===== src/rtl/simple_system_bus.sv =====
// simple_system_bus
// Single-cycle request/response interconnect between NrHosts bus masters and
// NrDevices slaves. One host wins per cycle by fixed priority (lowest index),
// its address is decoded by base/mask to one device (lowest index on multiple
// hits), and the routing is registered so the response one cycle later is
// steered back to the host that was granted.
//
// Ports
//   clk_i                 system clock, all state on rising edge
//   rst_i                 synchronous reset, active-high
//   host_req_i/gnt_o      per-host request and same-cycle grant
//   host_addr/we/be/wdata request fields from each host
//   host_rvalid/rdata/err response returned to each host
//   device_req_o          per-device request, qualified by decode
//   device_addr/we/be/wdata  winning host's request fields, fanned out to all devices
//   device_rvalid/rdata/err  device responses, one cycle after their request
//   cfg_device_addr_base/mask  address map, one base/mask pair per device

module simple_system_bus #(
    parameter int NrDevices    = 1,
    parameter int NrHosts      = 1,
    parameter int DataWidth    = 32,
    parameter int AddressWidth = 32
) (
    input  logic                    clk_i,
    input  logic                    rst_i,

    input  logic [NrHosts-1:0]      host_req_i,
    output logic [NrHosts-1:0]      host_gnt_o,
    input  logic [AddressWidth-1:0] host_addr_i  [NrHosts],
    input  logic [NrHosts-1:0]      host_we_i,
    input  logic [DataWidth/8-1:0]  host_be_i    [NrHosts],
    input  logic [DataWidth-1:0]    host_wdata_i [NrHosts],
    output logic [NrHosts-1:0]      host_rvalid_o,
    output logic [DataWidth-1:0]    host_rdata_o [NrHosts],
    output logic [NrHosts-1:0]      host_err_o,

    output logic [NrDevices-1:0]    device_req_o,
    output logic [AddressWidth-1:0] device_addr_o  [NrDevices],
    output logic [NrDevices-1:0]    device_we_o,
    output logic [DataWidth/8-1:0]  device_be_o    [NrDevices],
    output logic [DataWidth-1:0]    device_wdata_o [NrDevices],
    input  logic [NrDevices-1:0]    device_rvalid_i,
    input  logic [DataWidth-1:0]    device_rdata_i [NrDevices],
    input  logic [NrDevices-1:0]    device_err_i,

    input  logic [AddressWidth-1:0] cfg_device_addr_base [NrDevices],
    input  logic [AddressWidth-1:0] cfg_device_addr_mask [NrDevices]
);

    localparam int HostIdxW = (NrHosts > 1) ? $clog2(NrHosts) : 1;
    localparam int DevIdxW  = (NrDevices > 1) ? $clog2(NrDevices) : 1;

    logic                host_found;
    logic [HostIdxW-1:0] host_sel_d;
    logic                dev_found;
    logic [DevIdxW-1:0]  dev_sel_d;

    logic                pending_q;
    logic                miss_q;
    logic [HostIdxW-1:0] host_sel_q;
    logic [DevIdxW-1:0]  dev_sel_q;

    // Fixed-priority arbitration: the first requesting host in index order wins.
    always_comb begin
        host_found = 1'b0;
        host_sel_d = '0;
        for (int h = 0; h < NrHosts; h++) begin
            if (!host_found && host_req_i[h]) begin
                host_found = 1'b1;
                host_sel_d = HostIdxW'(h);
            end
        end
    end

    // Decode the winning host's address; the first matching device wins.
    always_comb begin
        dev_found = 1'b0;
        dev_sel_d = '0;
        for (int d = 0; d < NrDevices; d++) begin
            if (!dev_found &&
                ((host_addr_i[host_sel_d] & cfg_device_addr_mask[d]) == cfg_device_addr_base[d])) begin
                dev_found = 1'b1;
                dev_sel_d = DevIdxW'(d);
            end
        end
    end

    // A host is granted even on a decode miss so it never stalls on a bad address.
    always_comb begin
        host_gnt_o = '0;
        for (int h = 0; h < NrHosts; h++) begin
            host_gnt_o[h] = host_found && (host_sel_d == HostIdxW'(h));
        end
    end

    // Request fields are broadcast to every device; only req selects the target.
    always_comb begin
        device_req_o = '0;
        device_we_o  = '0;
        for (int d = 0; d < NrDevices; d++) begin
            device_req_o[d]   = host_found && dev_found && (dev_sel_d == DevIdxW'(d));
            device_addr_o[d]  = host_addr_i[host_sel_d];
            device_we_o[d]    = host_we_i[host_sel_d];
            device_be_o[d]    = host_be_i[host_sel_d];
            device_wdata_o[d] = host_wdata_i[host_sel_d];
        end
    end

    // Routing is captured every cycle; pending only marks cycles that had a grant,
    // so a reset drops whatever response was about to be delivered.
    always_ff @(posedge clk_i) begin
        if (rst_i) begin
            pending_q  <= 1'b0;
            miss_q     <= 1'b0;
            host_sel_q <= '0;
            dev_sel_q  <= '0;
        end else begin
            pending_q  <= host_found;
            miss_q     <= !dev_found;
            host_sel_q <= host_sel_d;
            dev_sel_q  <= dev_sel_d;
        end
    end

    // Steer the device response (or a synthesized error for a miss) back to the
    // host recorded at grant time; every other host sees all zeros.
    always_comb begin
        host_rvalid_o = '0;
        host_err_o    = '0;
        for (int h = 0; h < NrHosts; h++) begin
            host_rdata_o[h] = '0;
            if (pending_q && (host_sel_q == HostIdxW'(h))) begin
                if (miss_q) begin
                    host_rvalid_o[h] = 1'b1;
                    host_err_o[h]    = 1'b1;
                end else begin
                    host_rvalid_o[h] = device_rvalid_i[dev_sel_q];
                    host_err_o[h]    = device_err_i[dev_sel_q];
                    host_rdata_o[h]  = device_rdata_i[dev_sel_q];
                end
            end
        end
    end

endmodule


===== config.mk =====
export PLATFORM = sky130hd
export DESIGN_NAME = simple_system_bus
export DESIGN_NICKNAME = d
export VERILOG_FILES = /design/src/rtl/simple_system_bus.sv
export SDC_FILE = /design/constraint.sdc
export NUM_CORES = 1
export LEC_CHECK = 0
export ABC_AREA = 0
export CAP_MARGIN = 20
export CORE_AREA = 4 4 105 107
export CTS_CLUSTER_DIAMETER = 30
export CTS_CLUSTER_SIZE = 14
export DETAILED_ROUTE_END_ITERATION = 12
export DIE_AREA = 0 0 109 111
export GPL_TIMING_DRIVEN = 0
export PLACE_DENSITY_LB_ADDON = 0.08
export SYNTH_ARGS = -nofsm -noshare
export SYNTH_HDL_FRONTEND = slang
export SYNTH_SLANG_ARGS = --single-unit
export TNS_END_PERCENT = 30

===== constraint.sdc =====
create_clock -name clk_i -period 1.2 [get_ports clk_i]
set_input_delay 0.18 -clock clk_i [delete_from_list [all_inputs] [get_ports clk_i]]
set_output_delay 0.18 -clock clk_i [all_outputs]
set_load 0.005 [all_outputs]

==> results.py, run 1 <==
metrics = {
    "status": {
        "outcome": "finished with violations",
        "violations": "negative setup slack",
    },
    "timing": {
        "postLayoutSetupSlackWorst_ns": -0.445,
        "hold_viol": 0,
        "worst_pin_slew_ns": 0.215,
        "setup_tns_ns": -5.33,
        "setup_viol": 34,
        "timing.final.crit_share": 1.37,
        "timing.fmax_mhz": 608,
        "final-max-slew-violation-count": 0,
        "rsz0062_at_grt": "yes",
        "slew_headroom": 0.856,
        "fin_hold_ws_ns": 0.551,
        "finalCriticalPeriod_ns": 1.65,
    },
    "detailed_routing": {
        "drt-total-wl_mm": 8.36,
        "wire_per_inst_um": 14.3,
        "vias": 2281,
        "drc": 0,
        "dr.first_iter.drc_count": 19,
        "routed_via_density": 3.89,
        "ant_nets": 0,
        "drt_pre_antenna_iters": 3,
    },
    "global_routing": {
        "grt_pass1_wl_mm": 11.9,
        "grt_pass1_vias": 2381,
        "grt_usage": 0.123,
        "grt_overflow": 0,
        "grt_max_degree": 8,
        "antenna_found_initial": 0,
    },
    "synthesis": {
        "ys_seq_area_frac": 0.0282,
        "synth-warning-count": 0,
        "synth_seq_cells": 2,
        "synth.area.top_cells": "buf_4, and2_1, and3_1",
        "yosys.area.top_type_share": 0.370,
        "yosysTopAreaCell": "buf_4",
        "avgSynthCellArea_sq_um": 7.17,
        "syn_area_sq_um": 1420,
        "synth.distinct_cells": 19,
        "syn-num-nets": 368,
        "syn_inst": 198,
    },
    "critical_path": {
        "critPathKind": "input pin to output port",
        "crit_arrival_ns": 1.47,
        "critical_path.max_fanout": 3,
        "slowest_delay_ns": 0.33,
        "cp-start-kind": "input pin",
        "end_kind": "output port",
        "path_cells": "buf_6, a21o_1, a211oi_2, nand4_1, nor4_4, and2_1, buf_2",
        "cp_slowest_cell": "nor4_4",
        "crit_required_ns": 1.02,
    },
    "pwr": {
        "p_leak_nw": 2.01,
        "ir_drop_uv": 211,
        "power_density_nw_per_um2": 364,
        "power.total_mw": 1.43,
    },
    "die": {
        "io_pins": 275,
        "core_sq_um": 10100,
        "die_h_um": 111,
        "initial_core_util": 0.140,
        "die_x_um": 109,
        "dieArea_sq_um": 12100,
        "std_cell_rows": 37,
    },
    "final_layout": {
        "fill_cells": 1056,
        "antenna_cells": 0,
        "areaGrowthSynthToFinish_pct": 177,
        "fin_area_sq_um": 3930,
        "layout-drive-gt1-share": 0.531,
        "final_cells": 586,
        "fin_nets": 622,
        "final_util": 0.387,
    },
    "worst_hold_path": {
        "hold_path.class": "input pin to flip-flop",
    },
    "place": {
        "place.gp.congestion": 0.699,
        "dp_cells": 571,
        "pre_cts_ws_ns": -1.22,
        "place_hpwl_mm": 7.45,
        "placed_area_sq_um": 3970,
        "io_buffer_count": 237,
    },
    "clocking": {
        "cts_tree": "yes",
        "cts-root-buf": "clkbuf_8",
        "cts_buffer_depth": 2,
        "cts_sinks": 2,
        "htreeDepth": 1,
        "numCtsBuffers": 3,
        "clkTransAtPathRegs_ns": 0.03,
    },
    "job": {
        "drv_cap": 0,
    },
}
[layout by cell type, fill, tap and decap left out, types with 2 or more instances in the layout]
cell	count
clkdlybuf4s15_2	2
nand4_1	3
clkbuf_2	29
and3b_1	8
buf_8	2
nand3_1	8
a21boi_2	7
clkbuf_8	5
clkdlybuf4s50_1	99
o22a_1	8
clkdlybuf4s15_1	13
and3_1	15
a21oi_2	5
dlygate4sd2_1	19
dfxtp_2	2
o21a_1	2
a211oi_2	8
a21o_1	8
buf_2	42
and2_4	18
and2_1	15
a21oi_1	11
buf_6	31
buf_4	83
[Yosys cell counts]
library cell  instances
nand4_2               1
nor2_1                1
a21o_1                8
o21a_1                2
and3_1               16
a21boi_0              8
a211oi_2              4
o22a_1                8
nor4_2                1
buf_4                70
dfxtp_1               2
nand4_1               3
nand3_1               8
a21oi_1              16
clkbuf_1              3
nor2b_1               2
a211oi_1              4
and2_1               33
and3b_1               8
[final cells by class]
class,instances,area [sq um],area share
Sequential cell,2,42.5,0.0108
Buffer,73,568,0.145
Multi-Input combinational cell,123,976,0.249
Tap cell,136,170,0.0434
Clock buffer,3,41.3,0.0105
Timing Repair Buffer,249,2130,0.542
[timing repair]
item / 4_1_cts / 5_1_grt
setup endpoints to repair: 69 / 43
gates cloned: 3 / 0
pin swaps: 81 / 33
buffers inserted: 9 / 4
hold buffers: 0 / 0
gates resized for setup: 402 / 99
[worst paths after layout]
path,end,from,cells after the start,slack (ns)
worst max-delay path,device_req_o,host_addr_i[10],7,-0.45
worst min-delay path,miss_q,rst_i,2,0.55
[routing by layer]
metal / global-route usage / vias up / share of wire
met5: 0 / - / 0
met4: 0.0337 / 0 / 0.019
met3: 0.0361 / 14 / 0.13
met2: 0.251 / 145 / 0.55
met1: 0.111 / 984 / 0.31
li1: - / 1138 / -
[sequential cells by signal, indices dropped and copies added, names as in the netlist]
| name | count |
|---|---|
| miss_q | 1 |
| pending_q | 1 |
[where the power goes]
group / leakage [nW] / internal, mW / switching, mW
Clock: 0.0216 / 0.212 / 0.0499
Combinational: 1.97 / 0.777 / 0.316
Sequential: 0.0170 / 0.0715 / 0.00311
Total: 2.01 / 1.06 / 0.369
[worst max-delay path, delay by kind of cell]
kind / cells / cell delay [ns]
AND/OR/NAND/NOR: 3 / 0.70
AO/OA/AOI/OAI: 2 / 0.38
buffers and inverters: 2 / 0.21
[cell families after synthesis]
logic type	share of synthesized area
buffers and inverters	0.378
AND/OR/NAND/NOR	0.336
AO/OA/AOI/OAI	0.258
flip-flops	0.0282
Power figures use the tool's default switching activity.
==> run 2, diff against run 1 <==
--- a/config.mk
+++ b/config.mk
@@ -5,7 +5,6 @@
 export SDC_FILE = /design/constraint.sdc
 export NUM_CORES = 1
 export LEC_CHECK = 0
-export ABC_AREA = 0
 export CAP_MARGIN = 20
 export CORE_AREA = 4 4 105 107
 export CTS_CLUSTER_DIAMETER = 30
@@ -17,4 +16,4 @@
 export SYNTH_ARGS = -nofsm -noshare
 export SYNTH_HDL_FRONTEND = slang
 export SYNTH_SLANG_ARGS = --single-unit
-export TNS_END_PERCENT = 30
+export TNS_END_PERCENT = 10
==> run 2 against run 1 <==
Effect of this change: the flow still finishes with violations (negative setup slack); power shrank 1.3%; critical path type unchanged; setup slack is the same; core utilization shrank 0.74 points.
==> results.py, run 2 (synthesis gave the netlist of run 1 again) <==
metrics = {
    "die": {
        "core_sq_um": 10100,
        "die_x_um": 109,
        "initial_core_util": 0.140,
        "io_pins": 275,
        "dieArea_sq_um": 12100,
        "std_cell_rows": 37,
        "die_h_um": 111,
    },
    "detailed_routing": {
        "vias": 2261,
        "dr.first_iter.drc_count": 22,
        "routed_via_density": 3.86,
        "ant_nets": 0,
        "drt_pre_antenna_iters": 3,
        "drt-total-wl_mm": 8.28,
        "wire_per_inst_um": 14.1,
        "drc": 0,
    },
    "pwr": {
        "p_int_mw": 1.05,
        "clkPwrFrac": 0.185,
        "p_sw_frac": 0.258,
        "power.total_mw": 1.41,
        "power_frac_seq": 0.053,
        "p_sw_uw": 365,
        "ir_drop_uv": 212,
        "power_density_nw_per_um2": 367,
        "comb_power_share": 0.762,
        "p_leak_nw": 1.99,
    },
    "clocking": {
        "htreeDepth": 1,
        "hold_buffers": 0,
        "numCtsBuffers": 3,
        "clkTransAtPathRegs_ns": 0.03,
        "cts_buffer_depth": 2,
        "cts_tree": "yes",
        "cts-root-buf": "clkbuf_8",
        "cts_sinks": 2,
    },
    "worst_hold_path": {
        "holdPathStages": 2,
        "hold_path.class": "input pin to flip-flop",
    },
    "global_routing": {
        "antenna_found_initial": 0,
        "grt_overflow": 0,
        "grt_pass1_vias": 2342,
        "grt_pass1_wl_mm": 11.8,
        "grt_usage": 0.122,
        "grt_max_degree": 8,
    },
    "timing": {
        "finalCriticalPeriod_ns": 1.65,
        "timing.final.crit_share": 1.37,
        "setup_tns_ns": -5.97,
        "timing.fmax_mhz": 608,
        "final-max-slew-violation-count": 0,
        "rsz0062_at_grt": "yes",
        "slew_headroom": 0.856,
        "postLayoutSetupSlackWorst_ns": -0.445,
        "setup_viol": 33,
        "hold_viol": 0,
        "fin_hold_ws_ns": 0.551,
        "worst_pin_slew_ns": 0.215,
    },
    "critical_path": {
        "slowest_delay_ns": 0.33,
        "path_cells": "buf_6, a21o_1, a211oi_2, nand4_1, nor4_4, and2_1, buf_2",
        "end_kind": "output port",
        "critPathTopFamily": "simple AND/OR/NAND/NOR gates",
        "cp_num_cells": 7,
        "critical_path.max_fanout": 3,
        "crit_required_ns": 1.02,
        "critPathKind": "input pin to output port",
        "crit_buf_inv": 2,
        "cp-start-kind": "input pin",
        "cp_slowest_cell": "nor4_4",
        "crit_arrival_ns": 1.47,
    },
    "place": {
        "pre_cts_ws_ns": -1.22,
        "place.gp.congestion": 0.699,
        "place_hpwl_mm": 7.45,
        "io_buffer_count": 237,
    },
    "final_layout": {
        "fin_nets": 622,
        "largestRegisters": "miss_q: 1 flops, pending_q: 1 flops",
        "final_common_cell": "clkdlybuf4s50_1",
        "antenna_cells": 0,
        "final_util": 0.380,
        "areaGrowthSynthToFinish_pct": 171,
        "layout-drive-gt1-share": 0.511,
        "mostFrequentLayoutCells": "clkdlybuf4s50_1, buf_4, buf_2, clkbuf_2, and2_1",
    },
    "job": {
        "drv_cap": 0,
    },
    "status": {
        "outcome": "finished with violations",
        "violations": "negative setup slack",
    },
}
run 2: metal layers:
metal / GRT usage / vias to the layer above / share of wire
met5: 0 / - / 0
met4: 0.0337 / 0 / 0.018
met3: 0.0361 / 12 / 0.12
met2: 0.249 / 141 / 0.55
met1: 0.110 / 970 / 0.31
li1: - / 1138 / -
run 2: worst paths after layout:
kind                       startpoint      endpoint
worst max-delay path  host_addr_i[10]  device_req_o
worst min-delay path            rst_i        miss_q
run 2: cell type report:
class / instances / area, sq um
clock buffer: 3 / 41.3
fill: 1075 / 6290
buffer: 73 / 568
multi-input combinational: 123 / 953
tap: 136 / 170
sequential: 2 / 42.5
timing repair buffer: 249 / 2070
run 2: repair_timing:
action / CTS / global route
pin swaps: 77 / 30
gates resized for setup: 383 / 98
cloned: 3 / 0
setup buffers: 6 / 4
endpoints found under the setup margin: 69 / 43
run 2: power by group through the flow:
| stage | logic (mW) | clock network, mW | registers, mW |
|---|---|---|---|
| floorplan | 0.348 | 0 | 0.0734 |
| CTS | 1.09 | 0.272 | 0.0748 |
| finish | 1.08 | 0.262 | 0.0746 |
| detailed placement | 1.16 | 0 | 0.0741 |
| global route | 1.16 | 0.281 | 0.0753 |
| global placement | 1.15 | 0 | 0.0738 |
run 2: metrics by stage:
step           area, sq um  cells
2_1_floorplan         1430    198
3_3_place_gp          3970    571
3_5_place_dp          3970    571
4_1_cts               3950    583
5_1_grt               3850    586
6_report              3850    586
==> run 3, diff against run 2 <==
--- a/config.mk
+++ b/config.mk
@@ -8,11 +8,12 @@
 export CAP_MARGIN = 20
 export CORE_AREA = 4 4 105 107
 export CTS_CLUSTER_DIAMETER = 30
-export CTS_CLUSTER_SIZE = 14
+export CTS_CLUSTER_SIZE = 16
 export DETAILED_ROUTE_END_ITERATION = 12
 export DIE_AREA = 0 0 109 111
 export GPL_TIMING_DRIVEN = 0
 export PLACE_DENSITY_LB_ADDON = 0.08
+export RECOVER_POWER = 100
 export SYNTH_ARGS = -nofsm -noshare
 export SYNTH_HDL_FRONTEND = slang
 export SYNTH_SLANG_ARGS = --single-unit
==> run 3 against run 2 <==
Effect of this change: the flow still finishes with violations (negative setup slack); largest power group unchanged; global-route usage did not move; largest cell class unchanged; fmax increased by 0.19%; critical endpoint unchanged; die area did not move; final area is essentially flat; setup slack improved by 0.0030 ns; wire length decreased by 0.28%.
==> results.py, run 3 (synthesis gave the netlist of run 1 again) <==
metrics = {
    "pwr": {
        "comb_power_share": 0.754,
        "p_leak_nw": 1.99,
        "clkPwrFrac": 0.192,
        "power_density_nw_per_um2": 355,
        "p_sw_uw": 360,
        "power_frac_seq": 0.055,
        "p_int_mw": 1.01,
        "ir_drop_uv": 211,
        "p_sw_frac": 0.263,
        "power.total_mw": 1.37,
    },
    "final_layout": {
        "fill_cells": 1076,
        "final_common_cell": "buf_4",
        "fin_area_sq_um": 3850,
        "seqCellArea_sq_um": 42.5,
        "final_cells": 586,
        "fin_nets": 622,
        "multi_input_area_sq_um": 953,
        "final_util": 0.379,
        "mostFrequentLayoutCells": "buf_4, dlygate4sd3_1, buf_2, clkdlybuf4s50_1, clkbuf_2",
        "areaGrowthSynthToFinish_pct": 171,
        "antenna_cells": 0,
        "layout-drive-gt1-share": 0.504,
        "largestRegisters": "miss_q: 1 flops, pending_q: 1 flops",
    },
    "place": {
        "io_buffer_count": 237,
        "place.gp.congestion": 0.699,
        "dp_cells": 571,
        "place_hpwl_mm": 7.45,
        "pre_cts_ws_ns": -1.22,
        "placed_area_sq_um": 3970,
    },
    "critical_path": {
        "cp-start-kind": "input pin",
        "crit_arrival_ns": 1.46,
        "crit_required_ns": 1.02,
        "end_kind": "output port",
        "critical_path.max_fanout": 3,
        "critPathKind": "input pin to output port",
    },
    "status": {
        "violations": "negative setup slack",
        "outcome": "finished with violations",
    },
    "global_routing": {
        "antenna_found_initial": 0,
        "grt_pass1_vias": 2342,
        "grt_max_degree": 8,
        "grt_pass1_wl_mm": 11.8,
        "grt_overflow": 0,
        "grt_usage": 0.122,
    },
    "die": {
        "die_x_um": 109,
        "std_cell_rows": 37,
        "core_sq_um": 10100,
        "dieArea_sq_um": 12100,
        "io_pins": 275,
        "die_h_um": 111,
        "initial_core_util": 0.140,
    },
    "timing": {
        "setup_tns_ns": -5.96,
        "setup_viol": 33,
        "finalCriticalPeriod_ns": 1.64,
        "worst_pin_slew_ns": 0.215,
        "postLayoutSetupSlackWorst_ns": -0.442,
        "fin_hold_ws_ns": 0.551,
        "final-max-slew-violation-count": 0,
        "timing.fmax_mhz": 609,
        "timing.final.crit_share": 1.37,
        "slew_headroom": 0.856,
        "rsz0062_at_grt": "yes",
        "hold_viol": 0,
    },
    "detailed_routing": {
        "wire_per_inst_um": 14.1,
        "dr.first_iter.drc_count": 20,
        "vias": 2263,
        "routed_via_density": 3.86,
        "ant_nets": 0,
        "drc": 0,
        "drt-total-wl_mm": 8.26,
        "drt_pre_antenna_iters": 3,
    },
    "job": {
        "drv_cap": 0,
    },
    "clocking": {
        "cts-root-buf": "clkbuf_8",
        "cts_tree": "yes",
        "cts_buffer_depth": 2,
        "clkTransAtPathRegs_ns": 0.03,
        "htreeDepth": 1,
        "numCtsBuffers": 3,
        "cts_sinks": 2,
        "hold_buffers": 0,
    },
    "worst_hold_path": {
        "hold_path.class": "input pin to flip-flop",
    },
}
## run 3: cell types whose count changed in the layout (fill, tap and decap cells not counted), sizes merged
cell / delta
dlygate4sd3: +58
clkdlybuf4s50: -58
clkbuf: +3
buf: -3
## run 3: layout make-up
cell class,instances,share of cell area
flip-flops and latches,2,0.0111
multi-input cells,123,0.248
plain buffers,73,0.148
well taps,136,0.0442
repair buffers,249,0.538
clock buffers,3,0.0107
## run 3: per-layer routing
layer | up-vias | wire length, um | global-route usage
met5 | - | 0 | 0
met4 | 0 | 152 | 0.0337
met3 | 12 | 999 | 0.0361
met2 | 141 | 4540 | 0.249
met1 | 971 | 2570 | 0.110
li1 | 1139 | - | -
## run 3: power by group through the flow
stage | combinational, mW | clock (mW) | sequential, mW
global route | 1.12 | 0.281 | 0.0753
global placement | 1.15 | 0 | 0.0738
CTS | 1.09 | 0.272 | 0.0748
floorplan | 0.348 | 0 | 0.0734
finish | 1.03 | 0.262 | 0.0746
detailed placement | 1.16 | 0 | 0.0741
## run 3: path summary, 6_finish.rpt
kind	from	endpoint	slack (ns)	cells after the start
max	host_addr_i[10]	device_req_o	-0.44	7
min	rst_i	miss_q	0.55	2
## run 3: repair_timing
action                                  4_1_cts  5_1_grt
resized for setup                           383       98
cloned                                        3        0
buffers inserted                              6        4
pin swaps                                    77       30
endpoints found under the setup margin       69       43
## run 3: critical path: stages
cell	delay [ns]
buf_6	0.10
a21o_1	0.18
a211oi_2	0.20
nand4_1	0.20
nor4_4	0.33
and2_1	0.17
buf_2	0.11
